[config.mk]
export PLATFORM = sky130hd
export DESIGN_NAME = nco_sweep_ctrl
export DESIGN_NICKNAME = d
export VERILOG_FILES = /design/src/rtl/nco_sweep_pkg.sv /design/src/rtl/nco_sweep_dwell_cnt.sv /design/src/rtl/nco_sweep_ctrl.sv
export SDC_FILE = /design/constraint.sdc
export NUM_CORES = 1
export LEC_CHECK = 0
export ABC_AREA = 1
export CORE_MARGIN = 2
export CORE_UTILIZATION = 53
export CTS_BUF_LIST = sky130_fd_sc_hd__clkbuf_2 sky130_fd_sc_hd__clkbuf_4 sky130_fd_sc_hd__clkbuf_8
export DETAILED_ROUTE_END_ITERATION = 7
export GPL_TIMING_DRIVEN = 0
export PLACE_DENSITY = 0.76
export SETUP_SLACK_MARGIN = 0.02
export SLEW_MARGIN = 20
export SYNTH_ARGS = -nofsm -noshare
export SYNTH_HDL_FRONTEND = slang
export SYNTH_SLANG_ARGS = --single-unit
[constraint.sdc]
create_clock -name clk -period 3.8 [get_ports clk]
set_input_delay 0.76 -clock clk [delete_from_list [all_inputs] [get_ports clk]]
set_output_delay 0.76 -clock clk [all_outputs]
set_load 0.01 [all_outputs]
[src/rtl/nco_sweep_pkg.sv]
// Shared definitions for the NCO sweep controller family.
// - State encoding for the sweep FSM.
// - Phase-increment clamp helper. Values are zero-extended to MaxIncW bits so
//   any increment width up to 32 bits can reuse it.
package nco_sweep_pkg;

  localparam logic [1:0] S_IDLE  = 2'd0;
  localparam logic [1:0] S_SWEEP = 2'd1;
  localparam logic [1:0] S_LAST  = 2'd2;

  typedef enum logic [1:0] {
    StIdle  = S_IDLE,
    StSweep = S_SWEEP,
    StLast  = S_LAST
  } sweep_state_e;

  localparam int unsigned MaxIncW = 32;

  // Returns stop when the candidate overran it in the sweep direction, or
  // when the step arithmetic carried/borrowed. The sweep never wraps.
  function automatic logic [MaxIncW-1:0] clamp_inc(input logic [MaxIncW-1:0] nxt,
                                                   input logic [MaxIncW-1:0] stop,
                                                   input logic               up,
                                                   input logic               carry);
    logic [MaxIncW-1:0] res;
    res = nxt;
    if (carry) begin
      res = stop;
    end else if (up && (nxt > stop)) begin
      res = stop;
    end else if (!up && (nxt < stop)) begin
      res = stop;
    end
    return res;
  endfunction

endpackage

[src/rtl/nco_sweep_dwell_cnt.sv]
// Loadable dwell down-counter.
// Ports:
//   clk, reset  - clock, async active-high reset (count clears to 0)
//   clken       - enable; the counter holds when low
//   load        - load load_val (takes priority over counting)
//   load_val    - reload value
//   cnt         - current count
//   zero        - high when cnt == 0
// Counts down by one per enabled cycle and stops at zero.
module nco_sweep_dwell_cnt #(
  parameter int unsigned dwr = 16
) (
  input  logic           clk,
  input  logic           reset,
  input  logic           clken,
  input  logic           load,
  input  logic [dwr-1:0] load_val,
  output logic [dwr-1:0] cnt,
  output logic           zero
);

  logic [dwr-1:0] cnt_q, cnt_d;

  always_comb begin
    cnt_d = cnt_q;
    if (load) begin
      cnt_d = load_val;
    end else if (cnt_q != '0) begin
      cnt_d = cnt_q - 1'b1;
    end
  end

  always_ff @(posedge clk or posedge reset) begin
    if (reset) begin
      cnt_q <= '0;
    end else if (clken) begin
      cnt_q <= cnt_d;
    end
  end

  assign cnt  = cnt_q;
  assign zero = (cnt_q == '0);

endmodule

[src/rtl/nco_sweep_ctrl.sv]
// Stepped linear frequency sweep (chirp) sequencer feeding phi_inc_i of nco_st.
// Ports:
//   clk, reset            - clock, async active-high reset
//   clken                 - NCO clock enable; all state advances only when high
//   start, abort, rpt     - start pulse, abort (highest priority), repeat mode
//   start_inc, stop_inc   - first/last phase increment (latched at start)
//   step_inc              - step magnitude (latched at start)
//   dwell                 - each frequency lasts dwell+1 enabled cycles
//   phi_inc_o             - registered phase increment to the NCO
//   busy, done, dir_o     - sweeping, end-of-pass pulse, 1 = up-sweep
module nco_sweep_ctrl
  import nco_sweep_pkg::*;
#(
  parameter int unsigned apr = 16,
  parameter int unsigned dwr = 16
) (
  input  logic           clk,
  input  logic           reset,
  input  logic           clken,
  input  logic           start,
  input  logic           abort,
  input  logic           rpt,
  input  logic [apr-1:0] start_inc,
  input  logic [apr-1:0] stop_inc,
  input  logic [apr-1:0] step_inc,
  input  logic [dwr-1:0] dwell,
  output logic [apr-1:0] phi_inc_o,
  output logic           busy,
  output logic           done,
  output logic           dir_o
);

  sweep_state_e   state_q, state_d;
  logic [apr-1:0] phi_q, phi_d;
  logic [apr-1:0] start_q, start_d;
  logic [apr-1:0] stop_q, stop_d;
  logic [apr-1:0] step_q, step_d;
  logic [dwr-1:0] dwell_q, dwell_d;
  logic           rpt_q, rpt_d;
  logic           dir_q, dir_d;
  logic           busy_q, busy_d;
  logic           done_q, done_d;

  logic           cnt_load;
  logic [dwr-1:0] cnt_val;
  logic [dwr-1:0] cnt;
  logic           cnt_zero;

  // Step arithmetic is one bit wider so the carry/borrow is visible.
  logic [apr:0]         sum, diff, raw;
  logic [MaxIncW-1:0]   clamp_full;
  logic [apr-1:0]       next_inc;

  always_comb begin
    sum        = {1'b0, phi_q} + {1'b0, step_q};
    diff       = {1'b0, phi_q} - {1'b0, step_q};
    raw        = dir_q ? sum : diff;
    clamp_full = clamp_inc(MaxIncW'(raw[apr-1:0]), MaxIncW'(stop_q), dir_q, raw[apr]);
    // A zero step would never reach stop; jump straight there instead.
    next_inc   = (step_q == '0) ? stop_q : clamp_full[apr-1:0];
  end

  if (apr < MaxIncW) begin : g_unused_hi
    logic unused_clamp_hi;
    assign unused_clamp_hi = ^clamp_full[MaxIncW-1:apr];
  end

  nco_sweep_dwell_cnt #(
    .dwr(dwr)
  ) u_dwell_cnt (
    .clk     (clk),
    .reset   (reset),
    .clken   (clken),
    .load    (cnt_load),
    .load_val(cnt_val),
    .cnt     (cnt),
    .zero    (cnt_zero)
  );

  logic unused_cnt;
  assign unused_cnt = ^cnt;

  always_comb begin
    state_d  = state_q;
    phi_d    = phi_q;
    start_d  = start_q;
    stop_d   = stop_q;
    step_d   = step_q;
    dwell_d  = dwell_q;
    rpt_d    = rpt_q;
    dir_d    = dir_q;
    busy_d   = busy_q;
    done_d   = 1'b0;
    cnt_load = 1'b0;
    cnt_val  = dwell_q;

    if (abort) begin
      // phi_inc_o deliberately holds so the NCO keeps its last frequency.
      state_d = StIdle;
      busy_d  = 1'b0;
    end else begin
      unique case (state_q)
        StIdle: begin
          if (start) begin
            start_d  = start_inc;
            stop_d   = stop_inc;
            step_d   = step_inc;
            dwell_d  = dwell;
            rpt_d    = rpt;
            dir_d    = (start_inc <= stop_inc);
            phi_d    = start_inc;
            busy_d   = 1'b1;
            cnt_load = 1'b1;
            cnt_val  = dwell;
            state_d  = StSweep;
          end
        end
        StSweep: begin
          if (cnt_zero) begin
            phi_d    = next_inc;
            cnt_load = 1'b1;
            if (next_inc == stop_q) begin
              state_d = StLast;
            end
          end
        end
        StLast: begin
          if (cnt_zero) begin
            done_d = 1'b1;
            if (rpt_q) begin
              phi_d    = start_q;
              cnt_load = 1'b1;
              state_d  = StSweep;
            end else begin
              busy_d  = 1'b0;
              state_d = StIdle;
            end
          end
        end
        default: begin
          state_d = StIdle;
          busy_d  = 1'b0;
        end
      endcase
    end
  end

  always_ff @(posedge clk or posedge reset) begin
    if (reset) begin
      state_q <= StIdle;
      phi_q   <= '0;
      start_q <= '0;
      stop_q  <= '0;
      step_q  <= '0;
      dwell_q <= '0;
      rpt_q   <= 1'b0;
      dir_q   <= 1'b1;
      busy_q  <= 1'b0;
      done_q  <= 1'b0;
    end else if (clken) begin
      state_q <= state_d;
      phi_q   <= phi_d;
      start_q <= start_d;
      stop_q  <= stop_d;
      step_q  <= step_d;
      dwell_q <= dwell_d;
      rpt_q   <= rpt_d;
      dir_q   <= dir_d;
      busy_q  <= busy_d;
      done_q  <= done_d;
    end
  end

  assign phi_inc_o = phi_q;
  assign busy      = busy_q;
  assign done      = done_q;
  assign dir_o     = dir_q;

endmodule

==> impl_results.md <==
- Congestion Overflow GR: 0
- Chip width: about 120 um
- Final Skew: about 0.011 ns
- Synth cell types: 51
- Nets@finish: 1326
- Hold WS: slightly below 0.5 ns
- CTS root buf: clkbuf_8
- Asr flop ratio synth: 100%
- Area share of the leading cell type in the synthesized netlist: between 30% and 40%
- Die area: around 15000 um2
- Post-synth top area cell: dfrtp_1
- Critical-path maximum fanout: 4
- # DRC: 0
- Fin cells: ~1.4k
- Slew HR: approximately half
- CTS H-tree lvls: 3
- Number of hold buffers added after CTS: 0
- Worst Path Arrival: between 4 and 5 ns
- GRT Util Overall: around 29%
- Cells after DPL: between 1k and 1.5k
- Via/cell ratio: approximately 5.6
- Commonest non-fill, non-tap cells in the layout: nand2_1, inv_1, dfrtp_1
- Routed length per instance: around 17 um
- Seq/Total Area, Yosys: approximately a third
- DPL Wire Length: 17100 um
- Cell area after synthesis: a little under 8000 um2
- Layout area overhead: 27.9%
- Hold WC Path Type: reg2reg
- Area contributors post-synth: dfrtp_1, nand2_1, ha_1, inv_1, o21ai_0
- Global-route wire length before repair: roughly 37000 um
- ANT nets after route: 0
- Avg Cell Area, Syn: about 7.3 um2
- DRT Pass-1 Iters: 5
- Worst endpoint required time: between 4 and 5 ns
- Iter 0 DRT Violations: 519
- Share of layout cells above drive strength 1: between 15 and 20%
- RSZ-0062 raised after global routing: true
- Initial Util: 53.5%
- CTS tree: built
- Maximum clock path buffer count: 2
- I/O pin cnt: a little under 90
- Vias in the first global route: about 7.4k
- Row cnt: 44
- Critical Setup Path Class: reg2reg
- Clk pin slew, worst setup/hold paths: between 0.1 and 0.15 ns
- Mapped Cells: 1053
- Number of clock sinks: 102
- Placed Area: roughly 9000 um2
- Wirelength, routed: 22900 um
- Via Count: between 7k and 8k
- Slowest CP cell: dfrtp_2
- Slew Viols, Final: 0
- CP startpoint kind: register
- CP max stage delay: about 0.45 ns
- Failing checks: negative setup slack
- Final min period: between 4 and 5 ns
- Clk Latency, worst-skew pair: 0.39 ns
- YS warnings: 0
- FILL cells: 1188
- Most frequent CP cell: buf_4
- Pin count of the biggest net entering global routing: 78
- Max frequency: roughly 220 MHz
- Design Area, Final: ~9800 um2
- Total CTS buffers: 9
- Most common cell after layout, fill and taps aside: nand2_1
- Syn_nets: 1184
- Crit end category: register
- Top_reg_cell synth: dfrtp_1
- Routability Congestion: 0.956
- N_diodes: 0
- Slew @ Worst Pin: between 0.7 and 0.8 ns
- #FFs+latches synth: between 100 and 150
- Hold Vio Cnt, Final: 0
- Antenna violations before repair: 0
- Outcome: complete, but fails checks
- Post-synth EDFFs: 0
- Die Span Y: roughly 120 um
- Fin worst setup slack: -0.817 ns
- Core footprint: between 10000 and 15000 um2
- Port-buffer cells: 88
- Fin crit share: 122%
- Endpoints failing setup: 18
- Number of max-cap violations: 0
## cell type report
type / instances / area, um2 / share of cell area [%]
Buffer: 36 / 214 / 2.18
Sequential cell: 102 / 2550 / 26.0
Clock inverter: 5 / 43.8 / 0.445
Multi-Input combinational cell: 779 / 4880 / 49.6
Clock buffer: 11 / 139 / 1.41
Tap cell: 184 / 230 / 2.34
Inverter: 136 / 520 / 5.29
Timing Repair Buffer: 131 / 1250 / 12.7
## synth_stat cells (2+ instances only)
cell type	number
buf_4	3
dfrtp_1	101
a21oi_2	2
nand2_1	246
nand3b_1	2
nand4_1	37
nor4_1	2
nor2_1	88
xor2_1	23
nand2_2	5
inv_2	7
a21o_1	3
inv_1	128
nor3_1	7
mux2_2	18
nor2_2	5
o21ai_0	93
ha_1	60
nor2_4	2
a32o_1	2
o31ai_1	3
o211ai_1	19
xnor2_1	8
o311ai_0	2
nand3_1	29
a22oi_1	3
a211oi_1	2
a31oi_1	2
a21oi_1	70
nand3_2	4
clkbuf_1	21
nor3_2	2
buf_6	4
o21ai_1	27
buf_1	3
buf_2	5
## layer usage
| layer | part of all wire (%) | track usage (%) | routed length (um) |
|---|---|---|---|
| met4 | 3.6 | 13.0 | 822 |
| met5 | 0 | 0 | 0 |
| met3 | 5.8 | 5.50 | 1330 |
| met2 | 49 | 50.2 | 11300 |
| met1 | 41 | 35.8 | 9460 |
## kinds of logic after synthesis
logic type,after synthesis,synth area share [%]
compound gates,235,16.9
xor+xnor,31,3.53
fa+ha+maj,61,10.0
buf+inv,172,9.02
flops,102,33.2
mux,18,2.64
simple gates,434,24.7
## what timing repair did
action | in CTS | in global routing
gates cloned | 1 | 0
endpoints found under the setup margin | 18 | 18
resized for setup | 63 | 52
pin swaps | 22 | 44
buffers inserted | 33 | 10
## through the flow
step	setup slack [ns]	utilization, %	setup TNS, ns
after global routing	-1.10	68.5	-18.59
after global placement	-1.23	61.9	-142.63
after floorplan	-0.130	-	-1.87
after detailed placement	-1.24	62.1	-20.36
after CTS	-0.637	67.0	-10.09
final	-0.817	68.5	-13.42
## worst max-delay path, delay by kind of cell, from the launching register on
kind                     cells  cell delay (ns)
AO/OA/AOI/OAI                1             0.12
flip-flops                   1             0.45
AND/OR/NAND/NOR             19             2.05
adder cells (fa/ha/maj)      1             0.35
XOR/XNOR                     1             0.18
buffers and inverters       12             1.40
## final timing paths
check                                                     from                        endpoint  slack, ns  depth (start not counted)
worst min-delay path            u_dwell_cnt.cnt[5]$_DFFE_PP0P_  u_dwell_cnt.cnt[5]$_DFFE_PP0P_       0.49                          2
worst max register to register           step_q[0]$_DFFE_PP0P_          state_q[0]$_DFFE_PP0P_      -0.82                         34
worst min register to register  u_dwell_cnt.cnt[5]$_DFFE_PP0P_  u_dwell_cnt.cnt[5]$_DFFE_PP0P_       0.49                          2
min in group asynchronous                                reset           step_q[0]$_DFFE_PP0P_       0.69                          2
worst max-delay path                     step_q[0]$_DFFE_PP0P_          state_q[0]$_DFFE_PP0P_      -0.82                         34
max in group asynchronous                                reset               dir_o$_DFFE_PP1P_       2.43                          3
## registers in the layout (all words and copies together), names as in the netlist
name and count:
phi_inc_o 16, stop_q 16, rpt_q 1, dir_o 1
u_dwell_cnt.cnt 16, start_q 16, busy 1, dwell_q 16
step_q 16, done 1, state_q 2
Power is not shown: default switching activity piles up to over one toggle a cycle in this logic, so the estimate is an artifact.
